--- src/rtl/mte_stream_engine.sv ---
// MAC-then-encrypt streaming engine: encrypts a message and appends an encrypted MAC tag,
// or decrypts, buffers and authenticates a message before releasing its plaintext.
module mte_stream_engine #(
  parameter int N          = 256,
  parameter int MAX_BLOCKS = 8,
  parameter int ROT        = 13,
  parameter int EOF_DETECT = 1
) (
  input  logic         clock,
  input  logic         reset_n,
  input  logic [N-1:0] key,
  input  logic         mode,
  input  logic         in_valid,
  output logic         in_ready,
  input  logic [N-1:0] in_data,
  input  logic         in_last,
  output logic         out_valid,
  input  logic         out_ready,
  output logic [N-1:0] out_data,
  output logic         out_last,
  output logic         done,
  output logic         valid_key,
  output logic         overflow
);

  localparam int AW = (MAX_BLOCKS > 1) ? $clog2(MAX_BLOCKS) : 1;
  localparam int CW = AW + 1;

  typedef enum logic [2:0] {IDLE, ENC_RUN, ENC_TAG, DEC_COLLECT, DEC_DISCARD, DEC_DRAIN} state_t;

  function automatic logic [N-1:0] rotl(input logic [N-1:0] x, input int r);
    return (x << r) | (x >> (N - r));
  endfunction

  function automatic logic [N-1:0] rotr(input logic [N-1:0] x, input int r);
    return (x >> r) | (x << (N - r));
  endfunction

  function automatic logic has_eof(input logic [N-1:0] x);
    logic f;
    f = 1'b0;
    for (int i = 0; i < N / 8; i++) begin
      if (x[8*i +: 8] == 8'h03) f = 1'b1;
    end
    return f;
  endfunction

  state_t         state, state_d;
  logic [N-1:0]   key_q, mac;
  logic [CW-1:0]  cnt, rd_idx;
  logic [N-1:0]   buf_mem [MAX_BLOCKS];

  logic [N-1:0]   k_eff, mac_cur, enc_in, dec_in;
  logic [CW-1:0]  cnt_cur;
  logic           accept, out_free, out_fire, enc_last, enc_beat, dec_beat, dec_full;

  // Both ports use valid/ready: a beat moves on a rising edge where valid && ready are both high;
  // a producer holding valid keeps its data stable until that edge.
  assign out_fire = out_valid && out_ready;
  assign out_free = !out_valid || out_ready;
  assign accept   = in_valid && in_ready;

  // The first beat of a message uses the live key and a fresh MAC before they are latched.
  assign k_eff    = (state == IDLE) ? key : key_q;
  assign mac_cur  = (state == IDLE) ? key : mac;
  assign cnt_cur  = (state == IDLE) ? '0 : cnt;
  assign enc_in   = rotl(in_data ^ k_eff, ROT);
  assign dec_in   = rotr(in_data, ROT) ^ k_eff;
  assign enc_last = in_last || ((EOF_DETECT != 0) && has_eof(in_data));
  assign enc_beat = accept && ((state == IDLE && !mode) || state == ENC_RUN);
  assign dec_beat = accept && ((state == IDLE && mode) || state == DEC_COLLECT);
  assign dec_full = (cnt_cur == CW'(MAX_BLOCKS));

  always_comb begin
    in_ready = 1'b0;
    if (reset_n) begin
      case (state)
        IDLE, ENC_RUN:            in_ready = out_free;
        DEC_COLLECT, DEC_DISCARD: in_ready = 1'b1;
        default:                  in_ready = 1'b0;
      endcase
    end
  end

  always_comb begin
    state_d = state;
    if (enc_beat) begin
      state_d = enc_last ? ENC_TAG : ENC_RUN;
    end else if (dec_beat) begin
      if (in_last)       state_d = (cnt_cur == '0) ? IDLE : DEC_DRAIN;
      else if (dec_full) state_d = DEC_DISCARD;
      else               state_d = DEC_COLLECT;
    end else begin
      case (state)
        ENC_TAG:     if (out_fire && out_last) state_d = IDLE;
        DEC_DISCARD: if (accept && in_last)    state_d = IDLE;
        DEC_DRAIN:   if (out_fire && out_last) state_d = IDLE;
        default:     state_d = state;
      endcase
    end
  end

  always_ff @(posedge clock or negedge reset_n) begin
    if (!reset_n) begin
      state     <= IDLE;
      key_q     <= '0;
      mac       <= '0;
      cnt       <= '0;
      rd_idx    <= '0;
      out_valid <= 1'b0;
      out_data  <= '0;
      out_last  <= 1'b0;
      done      <= 1'b0;
      valid_key <= 1'b0;
      overflow  <= 1'b0;
    end else begin
      state <= state_d;
      done  <= 1'b0;
      if (out_fire) begin
        out_valid <= 1'b0;
        out_last  <= 1'b0;
      end
      if (accept && state == IDLE) begin
        key_q    <= key;
        overflow <= 1'b0;
        cnt      <= '0;
      end
      if (enc_beat) begin
        out_valid <= 1'b1;
        out_data  <= enc_in;
        out_last  <= 1'b0;
        mac       <= rotl(mac_cur ^ in_data, 1);
      end
      if (dec_beat) begin
        if (in_last) begin
          valid_key <= (dec_in == (mac_cur ^ k_eff));
          rd_idx    <= '0;
          if (cnt_cur == '0) done <= 1'b1;
        end else if (dec_full) begin
          overflow <= 1'b1;
        end else begin
          mac <= rotl(mac_cur ^ dec_in, 1);
          cnt <= cnt_cur + CW'(1);
        end
      end
      case (state)
        ENC_TAG: begin
          // ENC(mac ^ Kl) = rotl(mac ^ Kl ^ Kl, ROT): the key cancels out of the tag.
          if (out_fire && out_last) begin
            done <= 1'b1;
          end else if (out_free) begin
            out_valid <= 1'b1;
            out_data  <= rotl(mac, ROT);
            out_last  <= 1'b1;
          end
        end
        DEC_DISCARD: begin
          if (accept && in_last) begin
            valid_key <= 1'b0;
            done      <= 1'b1;
          end
        end
        DEC_DRAIN: begin
          if (out_fire && out_last) begin
            done <= 1'b1;
          end else if (out_free && rd_idx != cnt) begin
            out_valid <= 1'b1;
            out_data  <= valid_key ? buf_mem[rd_idx[AW-1:0]] : '0;
            out_last  <= (rd_idx == cnt - CW'(1));
            rd_idx    <= rd_idx + CW'(1);
          end
        end
        default: ;
      endcase
    end
  end

  always_ff @(posedge clock) begin
    if (dec_beat && !in_last && !dec_full) buf_mem[cnt_cur[AW-1:0]] <= dec_in;
  end

endmodule

--- config.mk ---
export PLATFORM = sky130hd
export DESIGN_NAME = mte_stream_engine
export DESIGN_NICKNAME = d
export VERILOG_FILES = /design/src/rtl/mte_stream_engine.sv
export SDC_FILE = /design/constraint.sdc
export NUM_CORES = 2
export LEC_CHECK = 0
export CORE_MARGIN = 4
export CORE_UTILIZATION = 42
export DETAILED_ROUTE_END_ITERATION = 16
export PLACE_DENSITY = 0.7
export SLEW_MARGIN = 20
export SYNTH_ARGS = -nofsm -noshare
export SYNTH_HDL_FRONTEND = slang
export SYNTH_SLANG_ARGS = --single-unit
--- constraint.sdc ---
create_clock -name clock -period 44.7 [get_ports clock]
set_input_delay 8.94 -clock clock [delete_from_list [all_inputs] [get_ports clock]]
set_output_delay 8.94 -clock clock [all_outputs]
set_load 0.02 [all_outputs]
# After elaboration in Yosys (flattened, before gate mapping)
# Memory sizes are Yosys's and may differ from the RTL's.
# Cells that the tools add are included.
dict set report totals {
  in_bits 518
  word_cells 191
  mem_bits_rw 2048
  n_memories 1
  out_inout_bits 262
  reg_bits 784
}
dict set report classes {
  n_mux 96
  addsub 3
  n_bitwise 10
  reduce_logical 27
  n_eq_ne 43
}
# memory words width rd rd_ports_with_merged_regs write_ports line_no
set mem_list {}
lappend mem_list {buf_mem 8 256 1 0 1 51} ;# logic [N-1:0] buf_mem [MAX_BLOCKS];
# operator count
set op_table {}
lappend op_table {{2-to-1 mux 256 bit} 12}
lappend op_table {{bitwise XOR 256 bit} 5}
lappend op_table {{OR 256 x 1 -> 256 bit} 2}
lappend op_table {{OR 256 x 13 -> 256 bit} 2}
lappend op_table {{one-hot mux 256 bit (2 select lines)} 1}
lappend op_table {{equality test 256 bit} 1}
lappend op_table {{equality test 8 x 2 -> 1 bit (second input constant)} 32}
lappend op_table {{OR 243 x 256 -> 256 bit} 1}
lappend op_table {{2-to-1 mux 1 bit} 60}
lappend op_table {{2-to-1 mux 4 bit} 10}
lappend op_table {{2-to-1 mux 3 bit} 7}
lappend op_table {{logical AND 1 bit} 12}
lappend op_table {{adder 4 x 1 -> 4 bit (second input constant)} 2}
lappend op_table {{one-hot mux 1 bit (2 select lines)} 4}
lappend op_table {{equality test 3 x 2 -> 1 bit (second input constant)} 2}
lappend op_table {{equality test 3 bit (second input constant)} 2}
lappend op_table {{one-hot mux 3 bit (2 select lines)} 1}
lappend op_table {{OR reduction 2 bit} 3}
lappend op_table {{equality test 4 bit} 1}
lappend op_table {{equality test 4 bit (second input constant)} 1}
lappend op_table {{zero test 1 bit} 4}
lappend op_table {{zero test 4 bit} 1}
lappend op_table {{logical OR 1 bit} 4}
lappend op_table {{!= test 4 x 1 -> 1 bit (second input constant)} 1}
lappend op_table {{8 further kinds} 8}

# Depth between registers and ports, before layout
dict set report depth {
  word_depth 36
  mapped_depth 16
  ltp_nobuf 10
}

# Worst setup path after synthesis
# Ideal clock, no wire load.
dict set report synth_timing {
  path_kind {input to register}
  startpoint {input port out_ready}
  endpoint {memory buf_mem[4][0] (enable)}
  stages 8
  setup_time_ns 1.497
  arrival_time_ns 34.617
  n_path_buf 2
  required_ns 43.203
  setup_slack_ns 8.586
  cell_sequence {or4b_2 nand4_1 a211o_1 nor3_1 clkbuf_1 buf_2 nand2_1 nor4_1}
}
dict set report synth_via {
  elab_chain_cells 9
}
# element line_no
set synth_rtl {}
lappend synth_rtl {{start, declared} 18} ;# input logic out_ready,
lappend synth_rtl {{logical OR 1 bit} 60} ;# assign out_free = !out_valid || out_ready;
lappend synth_rtl {{one-hot mux 1 bit (2 select lines)} 77} ;# case (state)
lappend synth_rtl {{2-to-1 mux 1 bit} 76} ;# if (reset_n) begin
lappend synth_rtl {{logical AND 1 bit} 61} ;# assign accept = in_valid && in_ready;
lappend synth_rtl {{logical AND 1 bit} 71} ;# assign dec_beat = accept && ((state == IDLE && mode) || state == DEC_COLLECT);
lappend synth_rtl {{logical AND 1 bit (2 in a row)} 179} ;# if (dec_beat && !in_last && !dec_full) buf_mem[cnt_cur[AW-1:0]] <= dec_in;
lappend synth_rtl {{2-to-1 mux 1 bit} 179}
lappend synth_rtl {{2-to-1 mux 1 bit (not written as such)} 179}
lappend synth_rtl {{end, declared} 51}
# Every way passes these cells.

# Worst setup path in the final report
dict set report layout_timing {
  startpoint {input port out_ready}
  endpoint {output port in_ready}
}
dict set report layout_via {
  elab_chain_cells 3
}
# element line_no
set layout_rtl {}
lappend layout_rtl {{logical OR 1 bit} 60}
lappend layout_rtl {{one-hot mux 1 bit (2 select lines)} 77}
lappend layout_rtl {{2-to-1 mux 1 bit} 76}
lappend layout_rtl {{end, declared} 14} ;# output logic in_ready,
# Every way passes these cells.

==> results_dict.tcl <==
set metrics [dict create \
    firstDrtPassIters 10 \
    finalSetupViolations 0 \
    final.setup_skew_ns 0.0545 \
    max-slew-margin-rel_pct 7.15 \
    dp_hpwl_um 370000 \
    whs_ns 0.477 \
    finalCritPeriodShare_pct 45.2 \
    path_clk_slew_ns 0.06 \
    powerDensity_nw_per_um2 70.8 \
    vias 93600 \
    fillers 25900 \
    async_reset_ff_share_pct 27.7 \
    syn_to_final_growth_pct 17.4 \
    die_h_um 564 \
    regArea_um2 81100 \
    p_leak_uw 0.0523 \
    synthMostInstantiatedCell "edfxtp_1" \
    path_cells "clkdlybuf4s50_1 -> or4b_2 -> and3_1 -> clkdlybuf4s50_1" \
    path_delay_family "simple AND/OR/NAND/NOR gates" \
    hold_viol 0 \
    post-route-worst-setup-slack_ns 24.49 \
    final_nets 10500 \
    cp.required_ns 35.76 \
    cts.sinks 2832 \
    syn_area_per_cell_um2 13.6 \
    max_clock_freq_mhz 49.5 \
    synth_flop_cell "edfxtp_1" \
    critPathLaunchType "primary input" \
    worst_pin_slew_ns 1.38 \
    cts_tree "yes" \
    seq_area_frac_synth_pct 62.4 \
    syn_inst 9535 \
    syn-cell-area_um2 130000 \
    drive_gt1_share_pct 12.3 \
    clock_latency_ns 0.92 \
    gp_congestion 0.968 \
    initial_core_util_pct 42.4 \
    min-delay-path-class "reg2reg" \
    place_ws_ns 24.63 \
    grt_pass1_wl_um 738000 \
    ys_types 69 \
    crit_path_top_delay_cell "or4b_2" \
    grt_pass1_vias 87800 \
    cts-resized-gates 0 \
    ys_ff_latch 2832 \
    post_cts_buffers 0 \
    first_iter_violations 15400 \
    hold_buffers 0 \
    crit_top_cell "clkdlybuf4s50_1" \
    rows 203 \
    synth_nets 10100 \
    post-synth-top-area-cell "edfxtp_1" \
    ys_top_cells_by_count "edfxtp_1, a21oi_1, nand2_1" \
    crit_fanout 5 \
    final.min_clock_period_ns 20.21 \
    synth_area_leaders "edfxtp_1, dfrtp_1, mux4_2" \
    crit_path_end_kind "primary output" \
    cts_buffers 304 \
    critPathBufInv 2 \
    drc 0 \
    rsz0062_at_grt "false" \
    htree_levels 5 \
    crit_path_max_incr_delay_ns 0.89 \
    clock_path_buffers 4 \
    die_w_um 564 \
    grt_usage_pct 33.6 \
    avgViaCountPerCell 6.44 \
    fin_tns_setup_ns 0 \
    status "completed" \
    io_buffers 779 \
    gr-total-overflow 0 \
    pin_count 780 \
    wl_per_cell_um 37.6 \
    synth_warnings 0 \
    drv_cap 0 \
    arrival_ns 11.27 \
    synth_enable_flop_cells 2048 \
    path_class "in2out" \
    multi_input_area_um2 45400 \
    drtAntennaViolNets 0 \
    slew_viol_final 0 \
    synthDominantCellAreaShare_pct 47.3 \
    grt_max_degree 216 \
    antenna_found_initial 190 \
    ir_drop_mv 0.0517 \
    dieArea_um2 318000 \
    coreArea_um2 307000 \
    cts-root-buf "clkbuf_16" \
    routed_wl_um 546000 \
]
[worst paths after layout]
path,slack (ns),start,end,cells after the start
max in group asynchronous,33.80,reset_n,out_data[141]$_DFF_PN0_,4
max,24.49,out_ready,in_ready,4
min in group asynchronous,7.93,reset_n,out_data[8]$_DFF_PN0_,1
min reg2reg,0.48,key_q[75]$_DFFE_PN0P_,key_q[75]$_DFFE_PN0P_,2
max reg2reg,37.89,state[2]$_DFFE_PN0P_,buf_mem[5][128]$_DFFE_PP_,9
min,0.48,key_q[75]$_DFFE_PN0P_,key_q[75]$_DFFE_PN0P_,2
[sequential cells by signal (all words and copies together) (netlist names)]
register	count
buf_mem	2048
key_q	256
mac	256
out_data	256
cnt	4
rd_idx	4
state	3
done	1
out_last	1
out_valid	1
overflow	1
valid_key	1
[power by group]
| group | total, uW | internal [uW] | switching, uW | leakage [uW] |
|---|---|---|---|---|
| Clock | 2670 | 1560 | 1100 | 0.00511 |
| Combinational | 4080 | 1290 | 2790 | 0.0190 |
| Sequential | 4050 | 3600 | 448 | 0.0282 |
| Total | 10800 | 6460 | 4340 | 0.0523 |
[metal layers]
layer	wire length, um	part of all wire [%]	track usage [%]	vias up
li1	-	-	-	36500
met1	182000	33	41.2	47400
met2	224000	41	45.5	7837
met3	85000	16	14.8	1725
met4	54500	10	27.5	44
met5	284	0.052	0.521	-
[per-stage QoR]
step                instance area (um2)  power, uW  utilization, %  cells
global placement                 141000       7800            46.1  13800
floorplan                        130000       6250               -   9535
detailed placement               141000       7940            46.1  13800
CTS                              152000      10600            49.5  14400
finish                           153000      10800            49.7  14500
global route                     152000      11100            49.7  14500
[kinds of logic (layout without fill, tap and decap cells)]
group,count (synthesis),after routing,share of synthesized area (%)
AO/OA/AOI/OAI,1713,1713,8.17
XOR/XNOR,1217,1217,8.20
adder cells (fa/ha/maj),4,4,0.0385
buffers and inverters,952,1685,2.90
flip-flops,2832,2832,62.4
multiplexers,872,872,11.7
other,0,157,0
AND/OR/NAND/NOR,1945,1945,6.51
[placed cells by master (no fill, tap or decap), drive strengths merged, types with 19 or more instances in the layout]
| cell | count |
|---|---|
| edfxtp | 2048 |
| and2 | 72 |
| clkdlybuf4s50 | 777 |
| buf | 173 |
| diode | 157 |
| clkbuf | 401 |
| clkinv | 96 |
| mux4 | 512 |
| a211oi | 245 |
| mux2i | 357 |
| a21oi | 924 |
| nand4 | 62 |
| bufinv | 38 |
| nand2 | 912 |
| xnor2 | 502 |
| nor2b | 19 |
| nand2b | 20 |
| o21ai | 143 |
| nor4b | 75 |
| inv | 186 |
| nor2 | 637 |
| nor3 | 20 |
| xor2 | 715 |
| nand3 | 22 |
| dfrtp | 784 |
| nor4 | 81 |
| o22ai | 36 |
| o221ai | 266 |
[final cells by class]
type / instances / area share (%)
flip-flops and latches: 2832 / 53.2
multi-input cells: 5751 / 29.7
repair buffers: 951 / 6.16
clock buffers: 400 / 5.54
well taps: 4100 / 3.36
clock inverters: 160 / 1.33
inverters: 174 / 0.428
diodes: 157 / 0.258
[tightest hold or removal path: cells and delay by family, from the launching register on]
| family | cells | cell delay (ns) |
|---|---|---|
| flip-flops | 1 | 0.34 |
| AND/OR/NAND/NOR | 2 | 0.11 |
Power figures use the tool's default switching activity.
